File: src/rtl/prog_loader_if.sv
// Loader-side bundle: byte stream in (valid/ready), combinational fetch port, core control and status.
// The master modport is the stream/fetch producer; the slave modport is prog_loader.
interface prog_loader_if;
    logic [7:0]  inByte;
    logic        inValid;
    logic        inReady;
    logic [15:0] progAddr;
    logic [15:0] progInstr;
    logic        cpuReset;
    logic        loadDone;
    logic        loadError;
    logic [15:0] wordCount;

    modport master (
        output inByte, inValid, progAddr,
        input  inReady, progInstr, cpuReset, loadDone, loadError, wordCount
    );

    modport slave (
        input  inByte, inValid, progAddr,
        output inReady, progInstr, cpuReset, loadDone, loadError, wordCount
    );
endinterface

File: src/rtl/prog_loader.sv
// Boot loader: header N then N little-endian words into RAM, core held in reset until done; fetch is 0-latency.
// One byte per cycle when inValid && inReady; inReady drops permanently in RUN/ERROR until reset.
module prog_loader #(
    parameter int          DEPTH_WORDS = 256,
    parameter logic [15:0] NOP_INSTR   = 16'h01C0
) (
    input  logic          clk,
    input  logic          reset,
    prog_loader_if.slave  bus
);
    localparam int AW = (DEPTH_WORDS > 1) ? $clog2(DEPTH_WORDS) : 1;

    typedef enum logic [2:0] {
        HDR_LO, HDR_HI, DATA_LO, DATA_HI, RUN, ERROR
    } state_t;

    state_t        state_q, state_d;
    logic [7:0]    hold_q, hold_d;
    logic [15:0]   word_count_q, word_count_d;
    logic [AW-1:0] wp_q, wp_d;

    logic [15:0]   mem [DEPTH_WORDS];
    logic          mem_we;
    logic [15:0]   n_full;
    logic          in_ready;
    logic          xfer;
    logic [14:0]   idx;
    logic          hit;
    logic          unused_addr_lsb;

    assign in_ready = (state_q == HDR_LO) || (state_q == HDR_HI) ||
                      (state_q == DATA_LO) || (state_q == DATA_HI);
    assign xfer     = bus.inValid && in_ready;
    assign n_full   = {bus.inByte, hold_q};

    always_comb begin
        state_d      = state_q;
        hold_d       = hold_q;
        word_count_d = word_count_q;
        wp_d         = wp_q;
        mem_we       = 1'b0;
        case (state_q)
            HDR_LO: begin
                if (xfer) begin
                    hold_d  = bus.inByte;
                    state_d = HDR_HI;
                end
            end
            HDR_HI: begin
                if (xfer) begin
                    word_count_d = n_full;
                    wp_d         = '0;
                    if ({1'b0, n_full} > 17'(DEPTH_WORDS)) begin
                        state_d = ERROR;
                    end else if (n_full == 16'd0) begin
                        state_d = RUN;
                    end else begin
                        state_d = DATA_LO;
                    end
                end
            end
            DATA_LO: begin
                if (xfer) begin
                    hold_d  = bus.inByte;
                    state_d = DATA_HI;
                end
            end
            DATA_HI: begin
                if (xfer) begin
                    mem_we = 1'b1;
                    // N >= 1 here, so N-1 cannot underflow
                    if (16'(wp_q) == word_count_q - 16'd1) begin
                        state_d = RUN;
                    end else begin
                        wp_d    = wp_q + AW'(1);
                        state_d = DATA_LO;
                    end
                end
            end
            default: ;
        endcase
    end

    always_ff @(posedge clk) begin
        if (reset) begin
            state_q      <= HDR_LO;
            hold_q       <= '0;
            word_count_q <= '0;
            wp_q         <= '0;
        end else begin
            state_q      <= state_d;
            hold_q       <= hold_d;
            word_count_q <= word_count_d;
            wp_q         <= wp_d;
        end
    end

    always_ff @(posedge clk) begin
        if (mem_we && !reset) begin
            mem[wp_q] <= {bus.inByte, hold_q};
        end
    end

    // wordCount <= DEPTH_WORDS, so the bound check also keeps idx inside the RAM
    assign idx             = bus.progAddr[15:1];
    assign unused_addr_lsb = bus.progAddr[0];
    assign hit             = (state_q == RUN) && (16'(idx) < word_count_q);
    assign bus.progInstr   = hit ? mem[idx[AW-1:0]] : NOP_INSTR;

    assign bus.inReady   = in_ready;
    assign bus.cpuReset  = (state_q != RUN);
    assign bus.loadDone  = (state_q == RUN);
    assign bus.loadError = (state_q == ERROR);
    assign bus.wordCount = word_count_q;
endmodule
File: src/flat_wrapper.sv
// flat-port wrapper written by rule: the top's interface ports become plain ports
module prog_loader_flat 
#(
    parameter int          DEPTH_WORDS = 256,
    parameter logic [15:0] NOP_INSTR   = 16'h01C0
)
  (clk, reset, bus_inByte, bus_inValid, bus_progAddr, bus_inReady, bus_progInstr, bus_cpuReset, bus_loadDone, bus_loadError, bus_wordCount);
  prog_loader_if bus_i ();
  input  logic clk;
  input  logic reset;
  input wire logic [$bits(bus_i.inByte)-1:0] bus_inByte;
  input wire logic [$bits(bus_i.inValid)-1:0] bus_inValid;
  input wire logic [$bits(bus_i.progAddr)-1:0] bus_progAddr;
  output wire logic [$bits(bus_i.inReady)-1:0] bus_inReady;
  output wire logic [$bits(bus_i.progInstr)-1:0] bus_progInstr;
  output wire logic [$bits(bus_i.cpuReset)-1:0] bus_cpuReset;
  output wire logic [$bits(bus_i.loadDone)-1:0] bus_loadDone;
  output wire logic [$bits(bus_i.loadError)-1:0] bus_loadError;
  output wire logic [$bits(bus_i.wordCount)-1:0] bus_wordCount;
  assign bus_i.inByte = bus_inByte;
  assign bus_i.inValid = bus_inValid;
  assign bus_i.progAddr = bus_progAddr;
  assign bus_inReady = bus_i.inReady;
  assign bus_progInstr = bus_i.progInstr;
  assign bus_cpuReset = bus_i.cpuReset;
  assign bus_loadDone = bus_i.loadDone;
  assign bus_loadError = bus_i.loadError;
  assign bus_wordCount = bus_i.wordCount;
  prog_loader #(.DEPTH_WORDS(DEPTH_WORDS), .NOP_INSTR(NOP_INSTR)) u_core (.clk(clk), .reset(reset), .bus(bus_i));
endmodule
File: config.mk
export PLATFORM = sky130hd
export DESIGN_NAME = prog_loader_flat
export DESIGN_NICKNAME = d
export VERILOG_FILES = /design/src/rtl/prog_loader_if.sv /design/src/rtl/prog_loader.sv /design/src/flat_wrapper.sv
export SDC_FILE = /design/constraint.sdc
export NUM_CORES = 2
export LEC_CHECK = 0
export ABC_CLOCK_PERIOD_IN_PS = 6600
export CAP_MARGIN = 20
export CELL_PAD_IN_SITES_DETAIL_PLACEMENT = 1
export CELL_PAD_IN_SITES_GLOBAL_PLACEMENT = 2
export CORE_ASPECT_RATIO = 1.4
export CORE_MARGIN = 3
export CORE_UTILIZATION = 32
export DETAILED_ROUTE_END_ITERATION = 6
export GPL_ROUTABILITY_DRIVEN = 0
export GPL_TIMING_DRIVEN = 0
export PLACE_DENSITY_LB_ADDON = 0.1
export SKIP_CTS_REPAIR_TIMING = 1
export SLEW_MARGIN = 20
export SYNTH_ARGS = -nofsm -noshare
export SYNTH_HDL_FRONTEND = slang
export SYNTH_SLANG_ARGS = --single-unit
File: constraint.sdc
create_clock -name clk -period 6.6 [get_ports clk]
set_input_delay 0.99 -clock clk [delete_from_list [all_inputs] [get_ports clk]]
set_output_delay 0.99 -clock clk [all_outputs]
set_load 0.02 [all_outputs]
==> metrics <==
EDFF count, synth 4,096; cell family with most CP delay buffers and inverters; FP Rows 308; Placed Area 183,900 um2; GRT Resource Usage Total 0.3890; syn_nets 7,806; Routed Antenna Nets 0; die height 847.2 um; commonest non-fill, non-tap cell in the layout edfxtp_1; clock latency at the later pin of the worst-skew pair 1110 ps; CTS Buf Count 417; Worst IR Drop VDD 200.7 uV; Synth async-reset ratio 0; outcome finished with violations; # nets final 8,781; part of the cycle the worst path needs 1.083; Pint 43.92 mW; initial antenna violation count 197; Max Clock Skew 54.19 ps; Most common cell on crit path clkdlybuf4s50_1; commonest cells after routing, fill and taps aside 4,096 x edfxtp_1, 735 x mux4_2, 658 x mux2i_1; Worst setup SP type primary input; fin util 0.4000; Die Area 514,200 um2; vias in the first global route 94,880; power share of the combinational group 0.098; total routed wirelength 1,016,000 um; Hold Vio Cnt, Final 0; Starting DRT DRC Count 21,520; Starting Density 0.3216; FF-to-FF path depth 9; leakage 63.28 nW; post-route cell area 201,100 um2; global route total overflow 0; critical path type primary input to primary output; Synth Flop Type edfxtp_1; root buf cell clkbuf_16; violated checks setup timing; Die W 606.9 um; FILL cells 47,160; CP Capture Type primary output; min Tclk post-route 7145 ps; DP HPWL 710,500 um; Max Clock Freq 0.1399 GHz; fraction of layout cells with a size suffix above 1 0.3103; post-DR wirelength/cell 63.79 um; Post-Syn Area 161,700 um2; Worst Hold Depth 1; Clock power frac 0.415; Flop pwr share 0.486; first-pass GRT wire length 1,225,000 um; DR vias/cell 6.637; setup violators final 16; Min-Delay Path Class primary input to register; post-synth cell types 86; io pins 63; Switch Pwr 15.52 mW; final setup margin -545.5 ps; CP max FO 10; worst rel slew slack 0.1352; Placement Setup Slack -3013 ps; Core ar. 502,900 um2; sw frac 0.2610; CTS tree yes; Critical Path AT 6160 ps; Power Density 295.5 nW/um2; Crit-path slowest cell buf_2; Critical path buffers and inverters 6; Syn Area/Cell 20.84 um2; # DRC 0; drt pass-1 iters 7; P&R area growth vs syn 24.36%; RSZ-0062 raised after global routing yes; Critical Path Stages 11; Worst-Margin Slew 1291 ps; I/O Buffers 60; largest net degree at the start of global routing 105; Final Max Slew Viols 0; cell count after synthesis 7,760; Synth Warn # 0; max_cap viols 0; CTS clk-pin slew, worst paths 70 ps; setup_tns -4040 ps; Clock Sinks 4,131; Worst EP required 5610 ps; FF+latch count, synth 4,131; Longest Clk Path Bufs 4; sequential element share of the synthesized area 0.7648; total number of vias 105,700; H-tree levels 5; Pwr Total 59.44 mW; slowest stage delay, CP 750 ps; sequence of cells on the critical path clkdlybuf4s50_1, buf_12, buf_2, clkbuf_2, o211ai_1, a31oi_2, a41oi_2, or3_1, o31ai_2, buf_4, clkdlybuf4s50_1
## cells in the mapped netlist (all sizes together), types with 38 or more instances
cell	instances	area share
a22oi	104	0.0048
nor3	63	0.0019
mux4	766	0.11
edfxtp	4096	0.76
mux2i	663	0.041
buf	283	0.017
a21oi	148	0.0046
a211oi	41	0.0019
a221o	74	0.0046
o31ai	58	0.0027
nand2	131	0.0030
clkbuf	190	0.0045
nor2	344	0.0080
nand3	38	0.0012
o21ai	159	0.0049
a221oi	197	0.011
## cells by family (layout without fill, tap and decap cells)
family                   count (synthesis)  after routing  synth area share
flip-flops                            4131           4131            0.7648
multiplexers                          1436           1436            0.1489
AO/OA/AOI/OAI                          947            947           0.04292
AND/OR/NAND/NOR                        717            717           0.01980
buffers and inverters                  502           1823           0.02174
adder cells (fa/ha/maj)                 19             19          0.001470
XOR/XNOR                                 8              8         0.0004332
other                                    0            176                 0
## cell type report
class                   count  area (um2)  area share
well taps                6665        8339     0.04146
plain buffers             473        5578     0.02773
clock inverters           269        2517     0.01252
diodes                    176       440.4    0.002190
inverters                  28       115.1   0.0005723
multi-input cells        3127       37850      0.1882
flip-flops and latches   4131      123700      0.6151
clock buffers             496       11030     0.05483
repair buffers            557       11550     0.05741
## power groups by stage
stage               Clock [mW]  Combinational, mW  Sequential (mW)
floorplan                    0               1.48             29.6
global placement             0               4.57             30.1
detailed placement           0               5.27             29.5
CTS                       24.6               5.27             28.9
global route              25.6               5.55             28.9
finish                    24.7               5.85             28.9
## final timing paths
kind / from / end / slack, ps
max reg2reg: u_core.state_q[0] / u_core.mem[109][13] / 2310
max: bus_progAddr[4] / bus_progInstr[4] / -550
min: bus_inByte[2] / u_core.mem[149][10] / 310
min reg2reg: u_core.bus.wordCount[14] / u_core.bus.wordCount[14] / 500
## layer usage
layer / wire, um / global-route usage
met1: 336000 / 0.4492
met3: 120000 / 0.1214
met5: 888 / 0.003971
met2: 448600 / 0.5738
met4: 110200 / 0.3620
## stage by stage
| stage | hold WS (ps) | cells |
|---|---|---|
| CTS | 303.2 | 15700 |
| finish | 305.1 | 15920 |
| floorplan | 488.9 | 7760 |
| detailed placement | 475.8 | 14940 |
| global placement | 485.4 | 14490 |
| global route | 315.0 | 15780 |
## state kept, by name, indices dropped and copies added (netlist names)
register / cells
u_core.bus.wordCount: 16
u_core.state_q: 3
u_core.wp_q: 8
u_core.hold_q: 8
u_core.mem: 4096
Power figures use the tool's default switching activity.
